==> config.mk <==
export PLATFORM = sky130hd
export DESIGN_NAME = pe_op_sequencer
export DESIGN_NICKNAME = d
export VERILOG_FILES = /design/src/rtl/pe_seq_pkg.sv /design/src/rtl/pe_seq_addr_gen.sv /design/src/rtl/pe_op_sequencer.sv
export SDC_FILE = /design/constraint.sdc
export NUM_CORES = 1
export LEC_CHECK = 0
export BUFFER_PORTS_ARGS = -buffer_cell sky130_fd_sc_hd__buf_2
export CORE_MARGIN = 5
export CORE_UTILIZATION = 30
export DETAILED_ROUTE_END_ITERATION = 12
export HOLD_SLACK_MARGIN = 0.05
export PLACE_DENSITY_LB_ADDON = 0.05
export RECOVER_POWER = 50
export SETUP_SLACK_MARGIN = 0.4
export SLEW_MARGIN = 20
export SYNTH_ARGS = -nofsm -noshare
export SYNTH_HDL_FRONTEND = slang
export SYNTH_SLANG_ARGS = --single-unit
==> constraint.sdc <==
create_clock -name clk -period 3.75 [get_ports clk]
set_clock_uncertainty 0.05 [all_clocks]
set_input_delay 0.375 -clock clk [delete_from_list [all_inputs] [get_ports clk]]
set_output_delay 0.375 -clock clk [all_outputs]
set_load 0.03 [all_outputs]
==> src/rtl/pe_seq_pkg.sv <==
// Shared types and constants for the PE16 bit-serial op sequencer.
// The PE sees the phase codes defined here on its state input.
package pe_seq_pkg;

    localparam int DEF_MAX_WORD_LENGTH = 32;
    localparam int DEF_ADDR_W          = 10;

    typedef enum logic [2:0] {
        S_IDLE,
        S_SETUP,
        S_MOVE_R,
        S_MOVE_W,
        S_EXEC_R,
        S_EXEC_W
    } seq_state_e;

    localparam logic [2:0] CODE_IDLE   = 3'd0;
    localparam logic [2:0] CODE_SETUP  = 3'd1;
    localparam logic [2:0] CODE_MOVE   = 3'd2;
    localparam logic [2:0] CODE_EXEC_R = 3'd3;
    localparam logic [2:0] CODE_EXEC_W = 3'd4;

    localparam logic [3:0] OP_MOVE_E = 4'hC;
    localparam logic [3:0] OP_MOVE_W = 4'hD;
    localparam logic [3:0] OP_MOVE_S = 4'hE;
    localparam logic [3:0] OP_MOVE_N = 4'hF;

    function automatic logic isMoveOp(input logic [3:0] op);
        return op[3:2] == 2'b11;
    endfunction

    // Both move phases report code 2 so the PE keeps Booth latching disabled.
    function automatic logic [2:0] stateCode(input seq_state_e s);
        logic [2:0] code;
        case (s)
            S_SETUP:            code = CODE_SETUP;
            S_MOVE_R, S_MOVE_W: code = CODE_MOVE;
            S_EXEC_R:           code = CODE_EXEC_R;
            S_EXEC_W:           code = CODE_EXEC_W;
            default:            code = CODE_IDLE;
        endcase
        return code;
    endfunction

endpackage

==> src/rtl/pe_seq_addr_gen.sv <==
// Per-bit BRAM address generation: base + bit index, wrapping modulo 2^ADDR_W.
module pe_seq_addr_gen
    import pe_seq_pkg::*;
#(
    parameter int ADDR_W = DEF_ADDR_W,
    parameter int IDX_W  = 8
) (
    input  logic [ADDR_W-1:0] srcA_i,
    input  logic [ADDR_W-1:0] srcB_i,
    input  logic [ADDR_W-1:0] dst_i,
    input  logic [IDX_W-1:0]  bitIdx_i,
    input  logic              toDst_i,
    output logic [ADDR_W-1:0] addrA_o,
    output logic [ADDR_W-1:0] addrB_o
);

    logic [ADDR_W-1:0] offset;

    // Sums are kept at ADDR_W bits so base+i wraps silently around the BRAM.
    assign offset  = ADDR_W'(bitIdx_i);
    assign addrA_o = (toDst_i ? dst_i : srcA_i) + offset;
    assign addrB_o = srcB_i + offset;

endmodule

==> src/rtl/pe_op_sequencer.sv <==
// Bit-serial instruction sequencer driving one PE16 (or a lockstep row of them).
// Optional feature: define PE_SEQ_STALL_EN to add a 'stall' input that freezes the sequencer.
module pe_op_sequencer
    import pe_seq_pkg::*;
#(
    parameter int MAX_WORD_LENGTH = DEF_MAX_WORD_LENGTH,
    parameter int ADDR_W          = DEF_ADDR_W
) (
    input  logic              clk,
    input  logic              reset,
`ifdef PE_SEQ_STALL_EN
    input  logic              stall,
`endif
    input  logic              instr_valid,
    output logic              instr_ready,
    input  logic [3:0]        instr_op,
    input  logic [ADDR_W-1:0] instr_src_a,
    input  logic [ADDR_W-1:0] instr_src_b,
    input  logic [ADDR_W-1:0] instr_dst,
    input  logic [5:0]        instr_len,
    output logic [3:0]        alu_op,
    output logic              wea,
    output logic              web,
    output logic [ADDR_W-1:0] addra,
    output logic [ADDR_W-1:0] addrb,
    output logic [7:0]        count,
    output logic [2:0]        state,
    output logic              east,
    output logic              west,
    output logic              south,
    output logic              north,
    output logic              done
);

    localparam logic [7:0] MAX_LEN = 8'(MAX_WORD_LENGTH);

    seq_state_e        state_q, state_d;
    logic [7:0]        bitIdx_q, bitIdx_d;
    logic [7:0]        len_q, len_d;
    logic [3:0]        op_q, op_d;
    logic [ADDR_W-1:0] srcA_q, srcA_d, srcB_q, srcB_d, dst_q, dst_d;

    logic              ready_q, ready_d, done_q, done_d;
    logic              wea_q, wea_d, web_q, web_d;
    logic [ADDR_W-1:0] addra_q, addra_d, addrb_q, addrb_d;
    logic [7:0]        count_q, count_d;
    logic [2:0]        code_q, code_d;
    logic [3:0]        aluOp_q, aluOp_d;
    logic [3:0]        dirs_q, dirs_d;

    logic [7:0]        lenClamped;
    logic [ADDR_W-1:0] genA, genB;
    logic              phaseActive, writePhase, moveOp;
    logic              freeze, gateWrites;

`ifdef PE_SEQ_STALL_EN
    logic stall_q;

    // Holding one extra cycle after stall drops replays the frozen cycle with its writes.
    always_ff @(posedge clk or negedge reset) begin
        if (!reset) stall_q <= 1'b0;
        else        stall_q <= stall;
    end

    assign freeze     = stall | stall_q;
    assign gateWrites = stall;
`else
    assign freeze     = 1'b0;
    assign gateWrites = 1'b0;
`endif

    assign lenClamped = ({2'b00, instr_len} > MAX_LEN) ? MAX_LEN : {2'b00, instr_len};

    always_comb begin
        state_d  = state_q;
        bitIdx_d = bitIdx_q;
        len_d    = len_q;
        op_d     = op_q;
        srcA_d   = srcA_q;
        srcB_d   = srcB_q;
        dst_d    = dst_q;
        done_d   = 1'b0;
        if (!freeze) begin
            case (state_q)
                S_IDLE: begin
                    if (instr_valid && ready_q) begin
                        op_d     = instr_op;
                        srcA_d   = instr_src_a;
                        srcB_d   = instr_src_b;
                        dst_d    = instr_dst;
                        len_d    = lenClamped;
                        bitIdx_d = '0;
                        state_d  = S_SETUP;
                    end
                end
                S_SETUP: begin
                    bitIdx_d = '0;
                    if (len_q == '0) begin
                        state_d = S_IDLE;
                        done_d  = 1'b1;
                    end else begin
                        state_d = isMoveOp(op_q) ? S_MOVE_R : S_EXEC_R;
                    end
                end
                S_EXEC_R: state_d = S_EXEC_W;
                S_MOVE_R: state_d = S_MOVE_W;
                S_EXEC_W, S_MOVE_W: begin
                    if (bitIdx_q == len_q - 8'd1) begin
                        state_d = S_IDLE;
                        done_d  = 1'b1;
                    end else begin
                        bitIdx_d = bitIdx_q + 8'd1;
                        state_d  = (state_q == S_MOVE_W) ? S_MOVE_R : S_EXEC_R;
                    end
                end
                default: state_d = S_IDLE;
            endcase
        end
    end

    pe_seq_addr_gen #(
        .ADDR_W (ADDR_W),
        .IDX_W  (8)
    ) u_addr_gen (
        .srcA_i   (srcA_d),
        .srcB_i   (srcB_d),
        .dst_i    (dst_d),
        .bitIdx_i (bitIdx_d),
        .toDst_i  (state_d == S_EXEC_W),
        .addrA_o  (genA),
        .addrB_o  (genB)
    );

    // Outputs are decoded from the next state so every port comes straight off a flop.
    always_comb begin
        phaseActive = state_d inside {S_MOVE_R, S_MOVE_W, S_EXEC_R, S_EXEC_W};
        writePhase  = state_d inside {S_MOVE_W, S_EXEC_W};
        moveOp      = isMoveOp(op_d);
        ready_d     = (state_d == S_IDLE) && !gateWrites;
        code_d      = stateCode(state_d);
        count_d     = phaseActive ? bitIdx_d : '0;
        addra_d     = phaseActive ? genA : '0;
        addrb_d     = phaseActive ? genB : '0;
        aluOp_d     = (state_d != S_IDLE && !moveOp) ? op_d : '0;
        wea_d       = writePhase && !gateWrites;
        web_d       = (state_d == S_MOVE_W) && !gateWrites;
        dirs_d      = '0;
        if (web_d) begin
            dirs_d[0] = (op_d == OP_MOVE_E);
            dirs_d[1] = (op_d == OP_MOVE_W);
            dirs_d[2] = (op_d == OP_MOVE_S);
            dirs_d[3] = (op_d == OP_MOVE_N);
        end
    end

    always_ff @(posedge clk or negedge reset) begin
        if (!reset) begin
            state_q  <= S_IDLE;
            bitIdx_q <= '0;
            len_q    <= '0;
            op_q     <= '0;
            srcA_q   <= '0;
            srcB_q   <= '0;
            dst_q    <= '0;
            ready_q  <= 1'b0;
            done_q   <= 1'b0;
            wea_q    <= 1'b0;
            web_q    <= 1'b0;
            addra_q  <= '0;
            addrb_q  <= '0;
            count_q  <= '0;
            code_q   <= CODE_IDLE;
            aluOp_q  <= '0;
            dirs_q   <= '0;
        end else begin
            state_q  <= state_d;
            bitIdx_q <= bitIdx_d;
            len_q    <= len_d;
            op_q     <= op_d;
            srcA_q   <= srcA_d;
            srcB_q   <= srcB_d;
            dst_q    <= dst_d;
            ready_q  <= ready_d;
            done_q   <= done_d;
            wea_q    <= wea_d;
            web_q    <= web_d;
            addra_q  <= addra_d;
            addrb_q  <= addrb_d;
            count_q  <= count_d;
            code_q   <= code_d;
            aluOp_q  <= aluOp_d;
            dirs_q   <= dirs_d;
        end
    end

    assign instr_ready = ready_q;
    assign done        = done_q;
    assign wea         = wea_q;
    assign web         = web_q;
    assign addra       = addra_q;
    assign addrb       = addrb_q;
    assign count       = count_q;
    assign state       = code_q;
    assign alu_op      = aluOp_q;
    assign east        = dirs_q[0];
    assign west        = dirs_q[1];
    assign south       = dirs_q[2];
    assign north       = dirs_q[3];

endmodule
==> reports/metrics.cfg <==
[synth]
synth_ff_type=dfrtp_1
syn_inst=476
ys_types=59
synth.area.top_cells=dfrtp_1 50%, nand2_1 7.7%, ha_1 4.8%
synth_most_common_cell=nand2_1
syn_nets=539
synth-edff-count=0
ys_seq_area_share_pct=50.2
yosysWarnings=0
synth_area_um2=4680
synth.avg_cell_area_um2=9.84
yosysTopAreaCellShare_pct=50.2
synthArstFlopShare_pct=100
synth_area_leader_cell=dfrtp_1
ys_ff_latch=94
synth_common_cells=96 x nand2_1, 94 x dfrtp_1, 29 x nor2_1

[clocking]
cts_buffers=9
ctsHtreeMaxLevel=3
cts_sinks=94
path_clk_slew_ns=0.07
root_buffer=clkbuf_16
worstSkewPairLatency_ns=0.35
cts_tree=done
clock_path_buffers=2

[floorplanning]
initial_core_util_pct=30.7
io_pins=86
die_h_um=135
rows=45
core_area_um2=15300
dieArea_um2=18200
die_w_um=135

[setup_path]
critPathKind=register to register
cp-end-kind=register
arrival_ns=3.66
r2r_cells=14
worstPathRequired_ns=3.94
cp-start-kind=register
timing.rr.end=addra[9]$_DFF_PN0_
r2r_start=bitIdx_q[3]$_DFF_PN0_
worstPathMaxFanout=6
r2r_slack_ns=0.28

[route]
vias_per_cell=4.73
via_count=3972
routed_wl_mm=13.8
drc=0
ant_nets=0
drt-wirelength-per-cell_um=16.4
first_iter_violations=162
firstDrtPassIters=4

[finish]
drive_gt1_share_pct=31.8
final_net_count=686
utilization_pct=42.1
n_fill_cell=1559
diodes=0
area_delta_synth_final_pct=37.0

[timing]
worst_pin_slew_ns=1.58
slew_headroom_pct=-5.02
drv_slew=30
final-setup-viol-count=0
rsz0062_at_grt=yes
fin_hold_ws_ns=0.183
hold_viol=0
fmax_mhz=288
fin_crit_ns=3.47
worst_slack_ns=0.283
finalCritPeriodShare_pct=92.5
tns_ns=0

[min_path]
hold_path_end=srcA_q[2]$_DFF_PN0_
hold_path_class=primary input to register
min-delay-start=instr_src_a[2]
worstHoldPathCells=3

[pwr]
vdd_ir_drop_max_mv=0.301
power_mw=5.95
power_leakage_nw=2.98
power_density_nw_per_um2=927

[global_route]
grtUsageTotal_pct=15.3
grt_pass1_wl_mm=21.8
grt_max_degree=50
antenna_found_initial=0
grt_pass1_vias=4109
overflow=0

[flow_run]
maxCapViolCount=1

[placed_design]
place_congestion=0.837
numPortBuffers=85
pre_cts_slack_ns=0.0344
place.detailed.hpwl_mm=9.41

[run_status]
status=complete, but fails checks
violations=capacitance limit, slew limit

worst max-delay path by stage:
stage,from,end
2_1_floorplan,len_q[0]$_DFFE_PN0P_,addrb[8]$_DFF_PN0_
3_3_place_gp,bitIdx_q[3]$_DFF_PN0_,addrb[9]$_DFF_PN0_
3_5_place_dp,len_q[0]$_DFFE_PN0P_,addrb[8]$_DFF_PN0_
4_1_cts,len_q[1]$_DFFE_PN0P_,addrb[8]$_DFF_PN0_
5_1_grt,bitIdx_q[3]$_DFF_PN0_,addra[9]$_DFF_PN0_
6_report,bitIdx_q[3]$_DFF_PN0_,addra[9]$_DFF_PN0_
critical path, cell delays in order (launching register included):
cell     delay [ns]
dfrtp_1        0.47
xnor2_1        0.22
xnor2_1        0.14
nor4_4         0.34
buf_4          0.19
and4_4         0.26
buf_4          0.16
or4_4          0.13
nand3_1        0.17
ha_1           0.29
nor3_1         0.42
o21ai_2        0.11
nand3_2        0.12
xnor2_1        0.08
a22o_1         0.20
sequential cells by signal (all words and copies together) (netlist names):
| name | flops |
|---|---|
| addra | 10 |
| addrb | 10 |
| alu_op | 4 |
| bitIdx_q | 8 |
| count | 8 |
| dirs_q | 4 |
| done | 1 |
| dst_q | 10 |
| instr_ready | 1 |
| len_q | 6 |
| op_q | 4 |
| srcA_q | 10 |
| srcB_q | 10 |
| state | 3 |
| state_q | 3 |
| wea | 1 |
| web | 1 |
where the power goes:
part	switching, mW	leakage, nW	internal (mW)
logic	1.93	1.64	1.51
registers	0.202	1.20	1.42
clock network	0.412	0.144	0.490
total	2.54	2.98	3.41
cell type report:
type                            count  area (um^2)  area share, %
Multi-Input combinational cell    346         2540           39.6
Clock inverter                      4         30.0          0.468
Sequential cell                    94         2350           36.7
Timing Repair Buffer              155          907           14.1
Clock buffer                       12          256           4.00
Tap cell                          211          264           4.11
Inverter                           17         63.8          0.994
logic make-up after synthesis:
logic type | count (synthesis) | synth area share [%]
multiplexers | 20 | 4.73
adder cells (fa/ha/maj) | 20 | 5.66
XOR/XNOR | 19 | 3.55
AO/OA/AOI/OAI | 89 | 12.3
flip-flops | 94 | 50.2
buffers and inverters | 36 | 3.29
AND/OR/NAND/NOR | 198 | 20.3
what timing repair did:
action | CTS | global route
resized for setup | 24 | 39
endpoints found under the setup margin | 9 | 13
hold buffers | 1 | 0
pin swaps | 21 | 36
setup buffers | 36 | 9
endpoints found under the hold margin | 47 | 0
cells in the final DEF (no fill, tap or decap), types with 15 or more instances in the layout:
cell       n
nand2_1   93
dfrtp_1   92
buf_4     59
clkbuf_1  47
buf_2     41
nor2_1    28
o21ai_0   18
mux2_2    17
a21oi_1   17
inv_1     15
stage by stage:
step / instance area, um^2 / std cells
after floorplan: 4750 / 476
after global placement: 5530 / 777
after global routing: 6420 / 839
final: 6420 / 839
after CTS: 6220 / 830
after detailed placement: 5530 / 777
metal layers:
| metal | wire length, um | vias to the layer above | share of wire [%] | track usage [%] |
|---|---|---|---|---|
| met5 | 0 | - | 0 | 0 |
| met4 | 235 | 0 | 1.7 | 5.43 |
| met3 | 593 | 15 | 4.3 | 2.68 |
| met2 | 6590 | 102 | 48 | 24.5 |
| met1 | 6350 | 1916 | 46 | 20.8 |
| li1 | - | 1939 | - | - |
Note: power is estimated with default switching activity, not from simulation.
